--- config.mk ---
export PLATFORM = sky130hd
export DESIGN_NAME = rggen_bit_field_rwle_guarded_flat
export DESIGN_NICKNAME = d
export VERILOG_FILES = /design/src/rtl/rggen_rtl_pkg.sv /design/src/rtl/rggen_bit_field_if.sv /design/src/rtl/rggen_key_guard.sv /design/src/rtl/rggen_bit_field_rwle_guarded.sv /design/src/flat_wrapper.sv
export SDC_FILE = /design/constraint.sdc
export NUM_CORES = 1
export LEC_CHECK = 0
export BUFFER_PORTS_ARGS = -buffer_cell sky130_fd_sc_hd__buf_2
export CAP_MARGIN = 20
export CORE_UTILIZATION = 37
export CTS_CLUSTER_DIAMETER = 150
export DETAILED_ROUTE_END_ITERATION = 8
export GPL_TIMING_DRIVEN = 0
export MAX_ROUTING_LAYER = met4
export PLACE_DENSITY = 0.84
export SLEW_MARGIN = 20
export SYNTH_ARGS = -nofsm -noshare
export SYNTH_HDL_FRONTEND = slang
export SYNTH_SLANG_ARGS = --single-unit
--- constraint.sdc ---
create_clock -name clk -period 1.1 [get_ports clk]
set_input_delay 0.11 -clock clk [delete_from_list [all_inputs] [get_ports clk]]
set_output_delay 0.11 -clock clk [all_outputs]
set_load 0.05 [all_outputs]
--- src/rtl/rggen_rtl_pkg.sv ---
// Shared rggen types: lock/enable qualifier polarity and key guard FSM states.
package rggen_rtl_pkg;

  typedef enum logic {
    RGGEN_LOCK_MODE,
    RGGEN_ENABLE_MODE
  } rggen_rwle_mode;

  typedef enum logic [1:0] {
    LOCKED,
    KEY1_WAIT,
    UNLOCKED
  } rggen_key_guard_state;

endpackage

--- src/rtl/rggen_bit_field_if.sv ---
// Register-map bit-field access interface (write strobe/data/mask, value readback).
interface rggen_bit_field_if #(
  parameter int WIDTH = 32
);
  logic             write_access;
  logic [WIDTH-1:0] write_data;
  logic [WIDTH-1:0] write_mask;
  logic [WIDTH-1:0] value;
  logic [WIDTH-1:0] read_data;

  modport bit_field (
    input  write_access,
    input  write_data,
    input  write_mask,
    output value,
    output read_data
  );
endinterface

--- src/rtl/rggen_key_guard.sv ---
// Two-word key guard: KEY0 then KEY1 opens a TIMEOUT-cycle window that any write
// or key strobe closes early.
module rggen_key_guard
  import rggen_rtl_pkg::*;
#(
  parameter int                   KEY_WIDTH = 16,
  parameter logic [KEY_WIDTH-1:0] KEY0      = 16'hC0DE,
  parameter logic [KEY_WIDTH-1:0] KEY1      = 16'h5AFE,
  parameter int                   TIMEOUT   = 16
)(
  input  logic                 clk,
  input  logic                 rst,
  input  logic                 i_key_valid,
  input  logic [KEY_WIDTH-1:0] i_key,
  input  logic                 i_write_access,
  output logic                 o_unlocked
);
  localparam int CW = $clog2(TIMEOUT + 1);

  rggen_key_guard_state state, state_nxt;
  logic [CW-1:0]        cnt, cnt_nxt;

  always_ff @(posedge clk) begin
    if (rst) begin
      state <= LOCKED;
      cnt   <= '0;
    end else begin
      state <= state_nxt;
      cnt   <= cnt_nxt;
    end
  end

  always_comb begin
    state_nxt = state;
    cnt_nxt   = cnt;
    case (state)
      LOCKED: begin
        if (i_key_valid && (i_key == KEY0)) state_nxt = KEY1_WAIT;
      end
      KEY1_WAIT: begin
        if (i_key_valid) begin
          if (i_key == KEY1) begin
            state_nxt = UNLOCKED;
            cnt_nxt   = CW'(TIMEOUT - 1);
          end else if (i_key != KEY0) begin
            state_nxt = LOCKED;
          end
        end
      end
      UNLOCKED: begin
        // any access ends the window, so one unlock buys at most one write
        if (i_write_access || i_key_valid || (cnt == '0)) begin
          state_nxt = LOCKED;
          cnt_nxt   = '0;
        end else begin
          cnt_nxt = cnt - CW'(1);
        end
      end
      default: begin
        state_nxt = LOCKED;
        cnt_nxt   = '0;
      end
    endcase
  end

  assign o_unlocked = (state == UNLOCKED);

endmodule

--- src/rtl/rggen_bit_field_rwle_guarded.sv ---
// Multi-channel lock/enable gated RW bit field; the key guard is built only when
// RGGEN_BIT_FIELD_KEY_GUARD_EN is defined.
module rggen_bit_field_rwle_guarded
  import rggen_rtl_pkg::*;
#(
  parameter rggen_rwle_mode                MODE          = RGGEN_LOCK_MODE,
  parameter int                            CHANNELS      = 1,
  parameter int                            WIDTH         = 8,
  parameter logic [CHANNELS*WIDTH-1:0]     INITIAL_VALUE = '0,
  parameter int                            KEY_WIDTH     = 16,
  parameter logic [KEY_WIDTH-1:0]          KEY0          = 16'hC0DE,
  parameter logic [KEY_WIDTH-1:0]          KEY1          = 16'h5AFE,
  parameter int                            TIMEOUT       = 16
)(
  input  logic                      clk,
  input  logic                      rst,
  input  logic [CHANNELS-1:0]       i_lock_or_enable,
  input  logic                      i_key_valid,
  input  logic [KEY_WIDTH-1:0]      i_key,
  rggen_bit_field_if.bit_field      bit_field_if,
  output logic [CHANNELS*WIDTH-1:0] o_value,
  output logic                      o_unlocked,
  output logic                      o_violation
);
  logic                               guard_open;
  logic [CHANNELS-1:0]                wr;
  logic [CHANNELS-1:0]                blocked;
  logic [CHANNELS-1:0][WIDTH-1:0]     value_q;

`ifdef RGGEN_BIT_FIELD_KEY_GUARD_EN
  rggen_key_guard #(
    .KEY_WIDTH (KEY_WIDTH),
    .KEY0      (KEY0),
    .KEY1      (KEY1),
    .TIMEOUT   (TIMEOUT)
  ) u_key_guard (
    .clk            (clk),
    .rst            (rst),
    .i_key_valid    (i_key_valid),
    .i_key          (i_key),
    .i_write_access (bit_field_if.write_access),
    .o_unlocked     (o_unlocked)
  );
  assign guard_open = o_unlocked;
`else
  logic unused_key;
  assign unused_key = ^{i_key_valid, i_key};
  assign guard_open = 1'b1;
  assign o_unlocked = 1'b1;
`endif

  for (genvar c = 0; c < CHANNELS; c++) begin : g_ch
    logic [WIDTH-1:0] mask_c;
    logic [WIDTH-1:0] data_c;
    assign mask_c = bit_field_if.write_mask[c*WIDTH +: WIDTH];
    assign data_c = bit_field_if.write_data[c*WIDTH +: WIDTH];

    assign wr[c] = bit_field_if.write_access &&
                   (i_lock_or_enable[c] == logic'(MODE)) && guard_open;
    // a zero-mask channel is not touched, so it cannot be blocked
    assign blocked[c] = bit_field_if.write_access && (|mask_c) && !wr[c];

    always_ff @(posedge clk) begin
      if (rst) value_q[c] <= INITIAL_VALUE[c*WIDTH +: WIDTH];
      else if (wr[c]) value_q[c] <= (value_q[c] & ~mask_c) | (data_c & mask_c);
    end
  end

  always_ff @(posedge clk) begin
    if (rst) o_violation <= 1'b0;
    else     o_violation <= |blocked;
  end

  assign o_value                = value_q;
  assign bit_field_if.value     = value_q;
  assign bit_field_if.read_data = value_q;

endmodule
--- src/flat_wrapper.sv ---
// flat-port wrapper written by rule: the top's interface ports become plain ports
module rggen_bit_field_rwle_guarded_flat import rggen_rtl_pkg::*;
#(
  parameter rggen_rwle_mode                MODE          = RGGEN_LOCK_MODE,
  parameter int                            CHANNELS      = 1,
  parameter int                            WIDTH         = 8,
  parameter logic [CHANNELS*WIDTH-1:0]     INITIAL_VALUE = '0,
  parameter int                            KEY_WIDTH     = 16,
  parameter logic [KEY_WIDTH-1:0]          KEY0          = 16'hC0DE,
  parameter logic [KEY_WIDTH-1:0]          KEY1          = 16'h5AFE,
  parameter int                            TIMEOUT       = 16
)
  (clk, rst, i_lock_or_enable, i_key_valid, i_key, o_value, o_unlocked, o_violation, bit_field_if_write_access, bit_field_if_write_data, bit_field_if_write_mask, bit_field_if_value, bit_field_if_read_data);
  rggen_bit_field_if #(.WIDTH(WIDTH)) bit_field_if_i ();
  input  logic clk;
  input  logic rst;
  input  logic [CHANNELS-1:0] i_lock_or_enable;
  input  logic i_key_valid;
  input  logic [KEY_WIDTH-1:0] i_key;
  output logic [CHANNELS*WIDTH-1:0] o_value;
  output logic o_unlocked;
  output logic o_violation;
  input wire logic [$bits(bit_field_if_i.write_access)-1:0] bit_field_if_write_access;
  input wire logic [$bits(bit_field_if_i.write_data)-1:0] bit_field_if_write_data;
  input wire logic [$bits(bit_field_if_i.write_mask)-1:0] bit_field_if_write_mask;
  output wire logic [$bits(bit_field_if_i.value)-1:0] bit_field_if_value;
  output wire logic [$bits(bit_field_if_i.read_data)-1:0] bit_field_if_read_data;
  assign bit_field_if_i.write_access = bit_field_if_write_access;
  assign bit_field_if_i.write_data = bit_field_if_write_data;
  assign bit_field_if_i.write_mask = bit_field_if_write_mask;
  assign bit_field_if_value = bit_field_if_i.value;
  assign bit_field_if_read_data = bit_field_if_i.read_data;
  rggen_bit_field_rwle_guarded #(.MODE(MODE), .CHANNELS(CHANNELS), .WIDTH(WIDTH), .INITIAL_VALUE(INITIAL_VALUE), .KEY_WIDTH(KEY_WIDTH), .KEY0(KEY0), .KEY1(KEY1), .TIMEOUT(TIMEOUT)) u_core (.clk(clk), .rst(rst), .i_lock_or_enable(i_lock_or_enable), .i_key_valid(i_key_valid), .i_key(i_key), .bit_field_if(bit_field_if_i), .o_value(o_value), .o_unlocked(o_unlocked), .o_violation(o_violation));
endmodule
**Yosys cells after proc, flatten, opt, wreduce, memory -nomap -nowiden**

Index checks and enable logic that the tools add are counted.

- Flip-flop bits (word level): 9
- Input bits: 37
- Output and inout bits: 26
- Word-level logic and storage cells: 12

- Bitwise operators: 5
- Reduce and logical (&&, ||, !) cells: 5

Operators by type and width:

| operator | count |
|---|---|
| AND 8 bit | 2 |
| inverter 8 bit | 1 |
| bitwise OR 8 bit | 1 |
| OR reduction 8 bit | 1 |
| logical AND 1 bit | 3 |
| zero test 1 bit | 1 |
| inverter 1 bit | 1 |

**Logic depth before layout (Yosys ltp)**

Gate-level depths: netlist of run 1.

- Depth after elaboration: 4
- Gate-level depth with buffers: 3

**Worst setup path before layout of run 1**

No wires, ideal clock.

- Path type: register to output
- From: reg with a tool-made name
- To: out bit_field_if_value[0]
- Data arrival time: 0.951 ns
- Path slack: 0.039 ns
- Stages on the path, launching flop included: 2
- Cell sequence: dfxtp_1 -> buf_4

RTL lines:

| element | line | source |
|---|---|---|
| end, declared | flat_wrapper.sv:26 | `output wire logic [$bits(bit_field_if_i.value)-1:0] bit_field_if_value;` |

==> flow_summary.ini, run 1 <==
[layout]
layout.nets = 150
drive_gt1_share_pct = 69.64
antennaDiodeCount = 0
n_fill_cell = 136
syn_to_final_growth_pct = 50.51
fin_util_pct = 60.43
layout.cells.non_filler = 128

[synth]
syn_avg_cell_area_um2 = 9.413
yosysWarningCount = 0
syn-cell-area_um2 = 611.8
ys_ff_latch = 9
synthCells = 65
synth_fp_nets = 102
ys_types = 11
yosysSeqAreaShare_pct = 29.45

[global_route]
antenna_found_initial = 0
grt_overflow = 0
grt_max_degree = 11
grt_pass1_vias = 488
grt_first_pass_wirelength_um = 2021
gr-usage-all-layers_pct = 15.31

[clock_network]
insertion_delay_ns = 0.26
path_clk_slew_ns = 0.06
cts_sinks = 9
postCtsSetupBuffers = 0
clock_path_buffers = 2
cts_buffers = 3
cts_hold_buf = 0
h-tree-depth = 1
cts_tree = built
cts_root_buffer = clkbuf_4

[timing]
setup_viol = 0
maxSlewViolCount = 0
finalCritPeriodShare_pct = 96.31
finalHoldWorstSlack_ns = 0.09330
min_period_ns = 1.059
finalHoldViolCount = 0
skew_ns = 0
rsz0062_at_grt = false
max_freq_ghz = 0.9440
tns_ns = 0

[pwr]
finalPower_uw = 905.3
power.density_nw_per_um2 = 983.0
ir_worst_vdd_mv = 0.6113
cellLeakagePower_uw = 0.0005214

[floorplan]
num_rows = 14
dieHeight_um = 42.67
dieArea_um2 = 1820
start_util_pct = 40.15
ioPinCount = 63
die_w_um = 42.67
core_um2 = 1524

[status]
status = complete, no violations

[route]
drc = 0
wl_per_cell_um = 10.01
routed_wl_um = 1281
vias_per_cell = 4.672
vias = 598
first_pass_iters = 4
ant_nets = 0
first_iter_violations = 11

[setup_path]
worstPathRequired_ns = 0.99
critPathMaxFanout = 4
cp-end-kind = primary output
rr_worst_depth = 2
cp-endpoint = bit_field_if_value[2]
rrSetupSlack_ns = 0.47
cp_data_arrival_time_ns = 0.95
start_kind = register
criticalPathCategory = register to primary output

[hold_path]
worst_hold_path_type = input port to register

[job]
drv_cap = 0

[placed_design]
placed_cells = 124
io_buffers = 43
place_congestion = 0.7231
dp_hpwl_um = 1009
## per-stage QoR
step	instance area, um2	worst slack, ns
floorplan	611.8	0.03857
global placement	847.1	0.2669
detailed placement	847.1	0.2522
CTS	913.4	0.02158
global route	920.9	0.004733
finish	920.9	0.04063
## kinds of logic after synthesis
family,after synthesis,synth area share (%)
AOI/OAI and AO/OA,1,1.227
buffers and inverters,19,23.93
DFF,9,29.45
muxes,8,13.09
other,1,0.6129
and+or+nand+nor,27,31.70
## how the worst min path moves through the flow
stage	from	end	slack (ns)	cells after the start
6_report	bit_field_if_write_data[3]	register	0.09	3
5_1_grt	bit_field_if_write_data[4]	register	0.09	3
4_1_cts	bit_field_if_write_data[3]	register	0.09	3
3_5_place_dp	bit_field_if_write_data[3]	register	0.38	3
3_3_place_gp	bit_field_if_write_data[3]	register	0.37	3
2_1_floorplan	i_lock_or_enable	u_core.o_violation	0.24	2
## placed cells by master, fill, tap and decap left out
cell type and n:
buf_4 34, buf_2 27, nand2b_1 9, nand3b_1 8, mux2i_1 8, nand2b_2 7
dfxtp_2 6, dfxtp_1 3, clkbuf_4 3, nor4_1 2, buf_6 1, nand2_1 1
a211oi_1 1, conb_1 1, clkbuf_1 1
## worst max-delay path, stage by stage (launching register included)
cell and delay (ns):
dfxtp_1 0.38, buf_4 0.13, buf_4 0.18
## layer usage
layer	up-vias	global-route usage [%]	part of all wire [%]
met4	0	9.375	0.62
met3	2	3.404	11
met5	-	-	0
li1	291	-	-
met1	269	16.89	41
met2	36	24.85	48
## synthesized netlist by cell type, drive strengths merged
| cell type | number | share of area (%) |
|---|---|---|
| buf | 19 | 24 |
| nand2b | 16 | 19 |
| dfxtp | 9 | 29 |
| mux2i | 8 | 13 |
| nand3b | 8 | 9.8 |
| nor4 | 2 | 2.0 |
| a211oi | 1 | 1.2 |
| conb | 1 | 0.61 |
| nand2 | 1 | 0.61 |
## where the power goes
part	switching [uW]	leakage, uW	internal [uW]	total (uW)
clock network	120	0.0000150	140	260
registers	11.2	0.0000760	339	350
logic	176	0.000430	119	295
total	307	0.000521	598	905
## area by class of cell
class                           instances  area, um2  area share [%]
Buffer                                 19      146.4           15.90
Clock buffer                            4      26.28           2.853
Multi-Input combinational cell         37      285.3           30.98
Sequential cell                         9      187.7           20.38
Tap cell                               16      20.02           2.174
Timing Repair Buffer                   43      255.2           27.72
## what timing repair did
action,in CTS,in global routing
endpoints found under the setup margin,16,10
gates resized for setup,16,6
pin swaps,0,0
No activity file was read; power rests on OpenSTA's default activity.
==> inputs of run 2 (changes only) <==
SYNTH_HIERARCHICAL = 1   (was unset)
==> flow_summary.ini, run 2 <==
[hold_path]
worst_hold_path_type = input port to register
hold_path_startpoint = bit_field_if_write_data[3]
hold_depth = 3

[pwr]
switchingPower_uw = 300.9
comb_power_share_pct = 32.8
p_int_uw = 597.9
cellLeakagePower_uw = 0.0005218
switching_share_pct = 33.48
p_clk_share_pct = 28.1
power_frac_seq_pct = 39.0
power.density_nw_per_um2 = 974.7
ir_worst_vdd_mv = 0.5539

[synth]
synth-adder-area-share_pct = 0
ys_types = 11
synth.most_common_cell = buf_4
synth_top_area_share_pct = 29.45
synth_fp_nets = 102
syn_avg_cell_area_um2 = 9.413
synth_xor_area_share_pct = 0
synth-edff-count = 0
ys_ff_latch = 9
yosysSeqAreaShare_pct = 29.45
synth_top_family_by_area = simple AND/OR/NAND/NOR gates
muxShareOfSynthArea_pct = 13.09
synth_top_cell_by_area = dfxtp_1
async_flop_share_pct = 0
synthTopCellsByCount = buf_4, dfxtp_1, nand2b_1
synthSimpleGateAreaFrac_pct = 31.70
synthCells = 65
yosysWarningCount = 6
synth_ff_type = dfxtp_1
synth_compound_area_share_pct = 1.227
yosys-top-cells-area = dfxtp_1, buf_4, mux2i_1, nand2b_2, nand3b_1
syn-cell-area_um2 = 611.8

[setup_path]
path_common_cell = buf_4
path_cells = buf_4, buf_4
critPathMaxFanout = 4
path_buf_inv = 2
start_kind = register
rrSetupSlack_ns = 0.47
cp-end-kind = primary output
worstPathRequired_ns = 0.99
rr_worst_depth = 2
slowest_stage = dfxtp_1
criticalPathCategory = register to primary output
max_stage_delay_ns = 0.38
crit_family = flip-flops
cp_data_arrival_time_ns = 0.95

[placed_design]
dp_hpwl_um = 999.9
place_ws_ns = 0.2490
dpl-instance-area_um2 = 847.1
place_congestion = 0.6883
io_buffers = 43

[timing]
fin_ws_ns = 0.04432
finalCritPeriodShare_pct = 95.97
rsz0062_at_grt = false
tns_ns = 0
finalHoldWorstSlack_ns = 0.09839
setup_viol = 0
skew_ns = 0
maxSlewViolCount = 0
finalHoldViolCount = 0
max_freq_ghz = 0.9473
min_period_ns = 1.056

[layout]
fin_area_um2 = 922.1
fin_util_pct = 60.51
n_fill_cell = 144
antennaDiodeCount = 0
layout.nets = 150
final_cell_mix = buf_4, buf_2, nand2b_1
layout_commonest_cell = buf_4
syn_to_final_growth_pct = 50.72
regArea_um2 = 188.9
drive_gt1_share_pct = 70.54
multi_input_area_um2 = 285.3

[clock_network]
h-tree-depth = 1
cts_buffers = 3
insertion_delay_ns = 0.25
postCtsSetupBuffers = 0
cts_root_buffer = clkbuf_4
cts_sinks = 9
clock_path_buffers = 2
cts_tree = built
path_clk_slew_ns = 0.06

[floorplan]
die_w_um = 42.67
start_util_pct = 40.15
ioPinCount = 63
num_rows = 14
core_um2 = 1524
dieArea_um2 = 1820
dieHeight_um = 42.67

[status]
status = complete, no violations

[route]
first_pass_iters = 3
wl_per_cell_um = 9.820
vias = 568
routed_wl_um = 1257
vias_per_cell = 4.438
drc = 0
ant_nets = 0
first_iter_violations = 1

[global_route]
antenna_found_initial = 0
grt_max_degree = 11
grt_first_pass_wirelength_um = 1952
grt_overflow = 0
grt_pass1_vias = 518
gr-usage-all-layers_pct = 14.86

[job]
drv_cap = 0
[run 2: worst max path at each step]
stage	startpoint	end	slack [ns]	cells past startpoint
2_1_floorplan	register	bit_field_if_value[0]	0.04	1
6_report	register	o_value[6]	0.04	2
3_3_place_gp	register	bit_field_if_value[6]	0.27	2
4_1_cts	register	o_value[7]	0.02	2
3_5_place_dp	register	bit_field_if_value[7]	0.25	2
5_1_grt	register	o_value[6]	0.0004	2
[run 2: layout make-up]
type	count	area share (%)
timing repair buffer	43	27.68
tap	16	2.171
buffer	19	15.88
clock buffer	4	2.849
multi-input combinational	37	30.94
sequential	9	20.49
[run 2: cells by family (layout without fill, tap and decap cells)]
logic type | Yosys count | in the layout
simple gates | 27 | 27
mux | 8 | 8
flops | 9 | 9
compound gates | 1 | 1
buf+inv | 19 | 66
other cells | 1 | 1
[run 2: what timing repair did]
action / 4_1_cts / 5_1_grt
hold buffers: 0 / 0
endpoints found under the setup margin: 16 / 13
resized for setup: 16 / 7
[run 2: routing by layer]
metal / vias to the layer above / global-route usage, % / wire, um
met1: 245 / 14.25 / 505
met4: 0 / 7.500 / 0
met2: 30 / 26.67 / 630
met5: - / - / 0
met3: 0 / 4.255 / 122
li1: 293 / - / -
[run 2: stage by stage]
step,power [uW],cells
after global placement,635.2,124
after detailed placement,639.3,124
final,898.8,128
after global routing,951.2,128
after CTS,913.2,128
after floorplan,562.4,65
[run 2: tightest hold or removal path: cells and delay by family]
family | cells | cell delay (ns)
buffers and inverters | 1 | 0.09
AND/OR/NAND/NOR | 1 | 0.05
multiplexers | 1 | 0.06
[run 2: power by group through the flow]
stage | logic (uW) | clock network (uW) | registers, uW
2_1_floorplan | 166 | 0 | 396
3_3_place_gp | 280 | 0 | 356
3_5_place_dp | 283 | 0 | 356
4_1_cts | 296 | 268 | 349
5_1_grt | 310 | 288 | 353
6_report | 295 | 253 | 351
